`config.mk`:
```
export PLATFORM = sky130hd
export DESIGN_NAME = functional_unit
export DESIGN_NICKNAME = d
export VERILOG_FILES = /design/src/rtl/ooo_pkg.sv /design/src/rtl/result_fifo.sv /design/src/rtl/functional_unit.sv
export SDC_FILE = /design/constraint.sdc
export NUM_CORES = 1
export LEC_CHECK = 0
export BUFFER_PORTS_ARGS = -buffer_cell sky130_fd_sc_hd__buf_2
export CAP_MARGIN = 30
export CELL_PAD_IN_SITES_DETAIL_PLACEMENT = 0
export CELL_PAD_IN_SITES_GLOBAL_PLACEMENT = 1
export CORE_MARGIN = 1
export CORE_UTILIZATION = 49
export CTS_BUF_LIST = sky130_fd_sc_hd__clkbuf_4 sky130_fd_sc_hd__clkbuf_8
export DETAILED_ROUTE_END_ITERATION = 6
export PLACE_DENSITY_LB_ADDON = 0.1
export SLEW_MARGIN = 20
export SYNTH_ARGS = -nofsm -noshare
export SYNTH_HDL_FRONTEND = slang
export SYNTH_HIERARCHICAL = 1
export SYNTH_SLANG_ARGS = --single-unit
```
`constraint.sdc`:
```
create_clock -name clk -period 7.25 [get_ports clk]
set_input_delay 0.725 -clock clk [delete_from_list [all_inputs] [get_ports clk]]
set_output_delay 0.725 -clock clk [all_outputs]
set_load 0.02 [all_outputs]
```
`src/rtl/ooo_pkg.sv`:
```
// Shared types for the out-of-order execution slice: tags, data words and
// the tag/value pair that a functional unit broadcasts on the CDB.
package ooo_pkg;

  typedef logic [2:0]  tag_t;
  typedef logic [31:0] word_t;

  typedef struct packed {
    tag_t  tag;
    word_t value;
  } fu_result_t;

  localparam int TAG_UNIT_BIT = 2;

  // Result queues hold at most four entries, so pointer and count widths are fixed.
  localparam int FU_MAX_DEPTH = 4;
  localparam int FU_PTR_W     = 2;
  localparam int FU_CNT_W     = 3;

  function automatic word_t fu_compute(input logic is_mul, input word_t op_a, input word_t op_b);
    word_t res;
    if (is_mul) begin
      res = op_a * op_b;
    end else begin
      res = op_a + op_b;
    end
    return res;
  endfunction

endpackage

```
`src/rtl/result_fifo.sv`:
```
// Small FIFO of fu_result_t entries that holds finished results until the
// CDB arbiter grants the bus; clear empties it synchronously.
module result_fifo
  import ooo_pkg::*;
#(
  parameter int unsigned DEPTH = 2
) (
  input  logic                clk,
  input  logic                clear,
  input  logic                push,
  input  fu_result_t          push_data,
  input  logic                pop,
  output logic [FU_CNT_W-1:0] count,
  output fu_result_t          head
);

  fu_result_t          mem_r [FU_MAX_DEPTH];
  logic [FU_PTR_W-1:0] wr_ptr_r;
  logic [FU_PTR_W-1:0] rd_ptr_r;
  logic [FU_CNT_W-1:0] count_r;
  logic                push_s;
  logic                pop_s;

  function automatic logic [FU_PTR_W-1:0] ptr_inc(input logic [FU_PTR_W-1:0] ptr);
    logic [FU_PTR_W-1:0] nxt;
    if (ptr == FU_PTR_W'(DEPTH - 1)) begin
      nxt = 2'd0;
    end else begin
      nxt = ptr + 2'd1;
    end
    return nxt;
  endfunction

  // Guard push/pop so a stray strobe can never corrupt the occupancy count.
  always_comb begin
    pop_s  = 1'b0;
    push_s = 1'b0;
    pop_s  = pop && (count_r != 3'd0);
    push_s = push && ((count_r < FU_CNT_W'(DEPTH)) || pop_s);
  end

  // Storage; entries need no reset because head is only used while count is non-zero.
  always_ff @(posedge clk) begin
    if (push_s && !clear) begin
      mem_r[wr_ptr_r] <= push_data;
    end
  end

  // Pointers and occupancy; clear wins over any push or pop.
  always_ff @(posedge clk) begin
    if (clear) begin
      wr_ptr_r <= 2'd0;
      rd_ptr_r <= 2'd0;
      count_r  <= 3'd0;
    end else begin
      if (push_s) begin
        wr_ptr_r <= ptr_inc(wr_ptr_r);
      end
      if (pop_s) begin
        rd_ptr_r <= ptr_inc(rd_ptr_r);
      end
      case ({push_s, pop_s})
        2'b10:   count_r <= count_r + 3'd1;
        2'b01:   count_r <= count_r - 3'd1;
        default: count_r <= count_r;
      endcase
    end
  end

  assign count = count_r;
  assign head  = mem_r[rd_ptr_r];

endmodule

```
`src/rtl/functional_unit.sv`:
```
// Fixed-latency execution unit (adder or multiplier) feeding a result queue
// that drains onto the CDB; issue credit guarantees no accepted op is lost.
module functional_unit
  import ooo_pkg::*;
#(
  parameter int unsigned ADD_OR_MUL  = 0,
  parameter int unsigned LATENCY     = 2,
  parameter int unsigned QUEUE_DEPTH = 2
) (
  input  logic        clk,
  input  logic        reset,
  input  logic        flush,
  input  logic        new_instruction,
  input  logic [2:0]  instruction_tag,
  input  logic [31:0] a,
  input  logic [31:0] b,
  output logic        functional_unit_ready,
  output logic        cdb_request,
  input  logic        cdb_grant,
  output logic        bus_valid_output,
  output logic [2:0]  broadcasted_tag,
  output logic [31:0] broadcasted_value,
  output logic        issue_overflow
);

  logic                accept_s;
  logic                fifo_clear_s;
  logic                pop_s;
  logic [LATENCY-1:0]  stage_valid_s;
  logic [3:0]          inflight_s;
  logic [4:0]          occupancy_s;
  logic [FU_CNT_W-1:0] count_s;
  fu_result_t          head_s;
  logic                overflow_r;

  // Credit check: pipeline plus queue occupancy must leave room for one more result.
  always_comb begin
    inflight_s            = 4'd0;
    occupancy_s           = 5'd0;
    accept_s              = 1'b0;
    inflight_s            = 4'($countones(stage_valid_s));
    occupancy_s           = {1'b0, inflight_s} + {2'b00, count_s};
    functional_unit_ready = occupancy_s < 5'(QUEUE_DEPTH);
    accept_s              = new_instruction && functional_unit_ready && !flush;
  end

  for (genvar g = 0; g < LATENCY; g++) begin : gen_stage
    logic       valid_r;
    fu_result_t data_r;
    logic       valid_in_s;
    fu_result_t data_in_s;

    if (g == 0) begin : gen_first
      assign valid_in_s = accept_s;
      assign data_in_s  = {instruction_tag, fu_compute(ADD_OR_MUL != 32'd0, a, b)};
    end else begin : gen_next
      assign valid_in_s = gen_stage[g-1].valid_r;
      assign data_in_s  = gen_stage[g-1].data_r;
    end

    // Stages advance every cycle and never stall; flush only drops the valid bit.
    always_ff @(posedge clk) begin
      if (reset) begin
        valid_r <= 1'b0;
        data_r  <= {3'd0, 32'd0};
      end else if (flush) begin
        valid_r <= 1'b0;
        data_r  <= data_r;
      end else begin
        valid_r <= valid_in_s;
        data_r  <= valid_in_s ? data_in_s : data_r;
      end
    end

    assign stage_valid_s[g] = valid_r;
  end

  assign fifo_clear_s = reset || flush;
  assign pop_s        = cdb_grant && (count_s != 3'd0);

  result_fifo #(
    .DEPTH(QUEUE_DEPTH)
  ) u_result_fifo (
    .clk       (clk),
    .clear     (fifo_clear_s),
    .push      (gen_stage[LATENCY-1].valid_r),
    .push_data (gen_stage[LATENCY-1].data_r),
    .pop       (pop_s),
    .count     (count_s),
    .head      (head_s)
  );

  // Sticky overflow: an issue refused for lack of credit is lost, so remember it until reset.
  always_ff @(posedge clk) begin
    if (reset) begin
      overflow_r <= 1'b0;
    end else if (new_instruction && !functional_unit_ready) begin
      overflow_r <= 1'b1;
    end else begin
      overflow_r <= overflow_r;
    end
  end

  // Broadcast the queue head; tag and value read as zero while the queue is empty.
  always_comb begin
    cdb_request       = 1'b0;
    bus_valid_output  = 1'b0;
    broadcasted_tag   = 3'd0;
    broadcasted_value = 32'd0;
    cdb_request       = count_s != 3'd0;
    bus_valid_output  = cdb_grant && cdb_request;
    if (cdb_request) begin
      broadcasted_tag   = head_s.tag;
      broadcasted_value = head_s.value;
    end else begin
      broadcasted_tag   = 3'd0;
      broadcasted_value = 32'd0;
    end
  end

  assign issue_overflow = overflow_r;

endmodule

```
* After elaboration in Yosys (flattened, before gate mapping) *
Memories as Yosys holds them, arrays and structs flattened. A register that Yosys moved wholly into a read port is not among the register bits.
Cells that the tools add are included.

word-level totals
  memories = 1
  output and inout bits = 39
  RAM bits = 140
  flip-flop bits (word level) = 80
  bits of input ports = 72
  logic and storage cells = 51

operators by class
  add/subtract/negate cells = 7
  mux-type cells = 9
  equal/unequal tests = 4
  magnitude comparators = 2
  reduce and logical (&&, ||, !) cells = 17
  bitwise operators = 1

memories
  name                 depth  bits a word  read ports  clocked after memory_dff  write ports  line               source
  u_result_fifo.mem_r  4      35           1           1                         1            result_fifo.sv:17  fu_result_t mem_r [FU_MAX_DEPTH];

operator list
  operator             number
  $add 32x32->32       1
  $mux 32              1
  $mux 2               4
  $logic_and 1x1->1    7
  $eq 2x1->1 const B   3
  $pmux 3 s2           1
  $add 2x1->2 const B  2
  $add 2x3->4          1
  $lt 4x2->1 const B   1
  $reduce_and 2->1     2
  $add 3x1->3 const B  1
  $logic_not 1->1      3
  $lt 3x2->1 const B   1
  $mux 3               1
  $reduce_bool 3->1    1
  $sub 3x1->3 const B  1
  $add 1x1->2          1
  $eq 2x2->1 const B   1
  $logic_or 1x1->1     2
  $mux 1               2
  $reduce_bool 2->1    1
  $reduce_or 2->1      1
  $not 1->1            1

* Depth between registers and ports, before layout *
  depth after elaboration = 8
  gate-level depth with buffers = 12
  gate-level depth less buffers = 11

* Modules after synthesis *
The synthesis kept the hierarchy.

by module, submodules not included
  module           cells each  instances  area an instance (µm²)
  result_fifo      240         1          5526.6
  functional_unit  605         1          4639.4

* Worst setup path after synthesis *
No wires, ideal clock.

  kind = input-to-reg
  start point = input cdb_grant
  end point = memory u_result_fifo/mem_r[2][0] (netlist bit) (enable)
  stages on the path = 4
  required time = 6.723 ns
  path buffers = 1
  data arrival time = 5.155 ns
  library setup time = 0.527 ns
  path slack = 1.567 ns
  cell sequence = nor2b_1 buf_2 o21ai_0 nor4b_1

on the way
  cells in the longest elaborated chain, start to end = 7

ends and longest elaborated chain
  element                       line                   source
  from (decl)                   functional_unit.sv:19  input logic cdb_grant,
  $logic_and 1x1->1             functional_unit.sv:79  assign pop_s = cdb_grant && (count_s != 3'd0);
  $logic_and 1x1->1             result_fifo.sv:38      pop_s = pop && (count_r != 3'd0);
  $logic_or 1x1->1              result_fifo.sv:39      push_s = push && ((count_r < FU_CNT_W'(DEPTH)) || pop_s);
  $logic_and 1x1->1             result_fifo.sv:39
  $logic_and 1x1->1             result_fifo.sv:44      if (push_s && !clear) begin
  $mux 1                        result_fifo.sv:44
  $mux 1 (not written as such)  result_fifo.sv:45      mem_r[wr_ptr_r] <= push_data;
  to (decl)                     result_fifo.sv:17

Every way passes these cells.

* Final worst setup path *
  start point = register u_result_fifo.count_r[0] (netlist: u_result_fifo/count[0])
  end point = output functional_unit_ready

on the way
  cells in the longest elaborated chain, start to end = 2

ends and longest elaborated chain
  element                 line                   source
  from (decl)             result_fifo.sv:20      logic [FU_CNT_W-1:0] count_r;
  from (signal assigned)  result_fifo.sv:63      2'b10: count_r <= count_r + 3'd1;
  from (signal assigned)  result_fifo.sv:64      2'b01: count_r <= count_r - 3'd1;
  from (signal assigned)  result_fifo.sv:65      default: count_r <= count_r;
  $add 2x3->4             functional_unit.sv:42  occupancy_s = {1'b0, inflight_s} + {2'b00, count_s};
  $lt 4x2->1              functional_unit.sv:43  functional_unit_ready = occupancy_s < 5'(QUEUE_DEPTH);
  to (decl)               functional_unit.sv:17  output logic functional_unit_ready,

Every way passes these cells.

==> flow_summary.yaml <==
global_routing:
  gr-total-overflow: 0
  grt_antenna_before_repair: 0
  grt_pass1_vias: 6507
  grt_pass1_wl_microns: 32600
  gr-usage-all-layers_pct: 18.9
  grt_max_degree: 78
floorplanning:
  start_util_pct: 50.1
  rows: 52
  die_h_microns: 146
  dieWidth_microns: 146
  ios: 111
  coreArea_sq_mm: 0.0203
  die_area_sq_mm: 0.0213
synth:
  syn_inst: 845
  synth_edf_count: 140
  syn-cell-area_sq_mm: 0.0102
  synth_nets: 952
  syn_area_per_cell_sq_um: 12.0
  yosys_register_bits: 222
  ys_seq_area_share_pct: 57.5
  yosysUniqueCellTypes: 72
  synthArstFlopShare_pct: 0
  synth_flop_cell: "edfxtp_1"
  yosysWarnings: 6
worst_setup_path:
  critPathTopFamily: "flip-flops"
  cp.required_ns: 6.52
  worst_setup_path_end_kind: "output pin"
  critical_path_buf_inv_count: 2
  path_cells: "ha_1 > a21o_1 > ha_1 > nand2_1 > a21oi_1 > o21bai_1 > inv_1 > buf_2"
  critPathArrivalTime_ns: 2.39
  crit_path_top_delay_cell: "dfxtp_1"
  start_kind: "flip-flop"
  worstSetupPathType: "flip-flop to output pin"
  max_stage_delay_ns: 0.55
  crit_top_cell: "ha_1"
  crit_path_max_fanout: 11
pwr:
  switching_power_mw: 0.585
  total_power_mw: 2.51
  swShare_pct: 23.3
  p_int_mw: 1.93
  power_density_mw_per_mm2: 217
  clock_power_share_pct: 35.8
  p_comb_share_pct: 10.1
  p_seq_share_pct: 54.1
  power_leakage_nw: 3.90
  peakVddDrop_mv: 0.118
placed_design:
  dpl.cell_count: 1184
  dp_hpwl_microns: 13400
  routabilityCongestion: 0.869
  dp_slack_ns: 3.99
  io_buffers: 110
layout:
  drive_gt1_share_pct: 24.0
  finalNonFillerCells: 1241
  fill_cells: 1752
  final_cell_mix: "nand2_1 (142), edfxtp_1 (140), buf_2 (110)"
  area_delta_synth_final_pct: 13.5
  finalNetCount: 1054
  final_util_pct: 56.9
  diodes: 0
  layout_commonest_cell: "nand2_1"
sta:
  fin_crit_sh_pct: 43.0
  worst_pin_slew_ns: 0.935
  fmax_mhz: 321
  worst_slack_ns: 4.13
  slew_headroom_pct: 37.7
  setup_violations: 0
  tns_ns: 0
  skew_ns: 0.00813
  hold_violations: 0
  period_needed_ns: 3.12
  rsz0062_at_grt: "no"
  slew_violations: 0
route:
  wl_microns: 20000
  dr_total_vias: 6708
  wl_per_cell_microns: 16.2
  ant_nets: 0
  post_drt_via_cell_ratio: 5.41
  first_iter_violations: 390
  drc: 0
  drtPass1Iterations: 5
clock_tree:
  cts_buffers: 31
  clock_latency_ns: 0.54
  clock_sinks: 222
  cts_setup_buffers: 0
  holdBufCountCts: 0
  cts_buffer_depth: 3
  clkTransAtPathRegs_ns: 0.06
  htreeDepth: 1
  cts_tree: "built"
  clock-root-buffer: "clkbuf_8"
  post_cts_resized: 0
status:
  status: "completed"
worst_hold_path:
  hold_path.class: "flip-flop to flip-flop"
flow_run:
  cap_violations: 0
[tightest hold or removal path, delay by kind of cell (launching register included)]
kind / cells / cell delay (ns)
compound gates: 1 / 0.04
buf+inv: 1 / 0.05
flops: 1 / 0.30
[synthesized netlist by cell type (3+ instances only)]
cell type,instances,area [sq um]
ha_1,33,413
o21ai_0,19,95.1
clkbuf_1,38,143
a31oi_1,9,56.3
o21bai_1,5,37.5
nor3b_1,4,30.0
o2111ai_1,3,26.3
a21oi_1,88,440
xnor2_1,19,166
edfxtp_1,140,4200
nand3b_1,5,37.5
nand4_1,5,31.3
mux2i_1,3,30.0
nand2_1,142,533
nor2b_1,40,250
and2_1,6,37.5
mux4_2,35,788
nor3_1,5,25.0
a21o_1,19,143
a211oi_1,10,75.1
buf_2,6,30.0
inv_1,12,45.0
nand3_1,9,45.0
o21a_1,5,37.5
nand2b_1,4,25.0
or2_2,3,18.8
xor2_1,8,70.1
buf_1,4,15.0
o21ai_1,3,15.0
nor2_1,25,93.8
dfxtp_1,82,1640
and3_1,7,43.8
[metal layers]
metal | up-vias | wire, microns | track usage [%]
li1 | 3323 | - | -
met1 | 3149 | 9810 | 27.4
met2 | 206 | 9000 | 30.1
met3 | 30 | 874 | 2.28
met4 | 0 | 365 | 5.68
met5 | - | 0 | 0
[cell type report]
cell class,instances,area (sq um),share of cell area [%]
clock buffers,43,529,4.59
clock inverters,14,60.1,0.520
inverters,12,45.0,0.390
multi-input cells,559,4090,35.4
flip-flops and latches,222,5850,50.7
repair buffers,121,633,5.49
well taps,270,338,2.93
[per-stage QoR]
step                      instance area (sq um)  hold slack, ns
final                                     11500           0.426
after CTS                                 11500           0.407
after global placement                    11000           0.409
after detailed placement                  11000           0.421
after global routing                      11500           0.424
after floorplan                           10200           0.402
[registers in the layout, summed over array words and instances (netlist names), named ones only]
register	cells
gen_stage.valid_r	2
issue_overflow	1
gen_stage.data_r	70
u_result_fifo/mem_r	140
u_result_fifo/wr_ptr_r	2
u_result_fifo/rd_ptr_r	2
u_result_fifo/count	3
[worst paths after layout]
check                                                       startpoint                             endpoint  slack (ns)  depth (start not counted)
worst min-delay path            u_result_fifo/rd_ptr_r[1]$_SDFFE_PP0N_                            flip-flop        0.43                          2
worst min register to register  u_result_fifo/rd_ptr_r[1]$_SDFFE_PP0N_                            flip-flop        0.43                          2
worst max-delay path               u_result_fifo/count[0]$_SDFFE_PP0P_                functional_unit_ready        4.13                          8
worst max register to register     u_result_fifo/count[1]$_SDFFE_PP0P_  u_result_fifo/mem_r[3][9]$_DFFE_PP_        4.22                          7
[kinds of logic after synthesis]
group                    count (synthesis)  share of synthesized area [%]
XOR/XNOR                                27                           2.33
AO/OA/AOI/OAI                          191                           12.3
AND/OR/NAND/NOR                        268                           12.7
multiplexers                            38                           8.05
flip-flops                             222                           57.5
adder cells (fa/ha/maj)                 35                           4.46
buffers and inverters                   64                           2.63
[power groups by stage]
stage               Combinational [mW]  Sequential [mW]  Clock [mW]
finish                           0.252             1.36       0.899
detailed placement               0.251             1.39           0
global route                     0.280             1.36       0.973
global placement                 0.249             1.39           0
CTS                              0.252             1.36       0.919
floorplan                        0.185             1.38           0
Note: power is estimated with default switching activity, not from simulation.
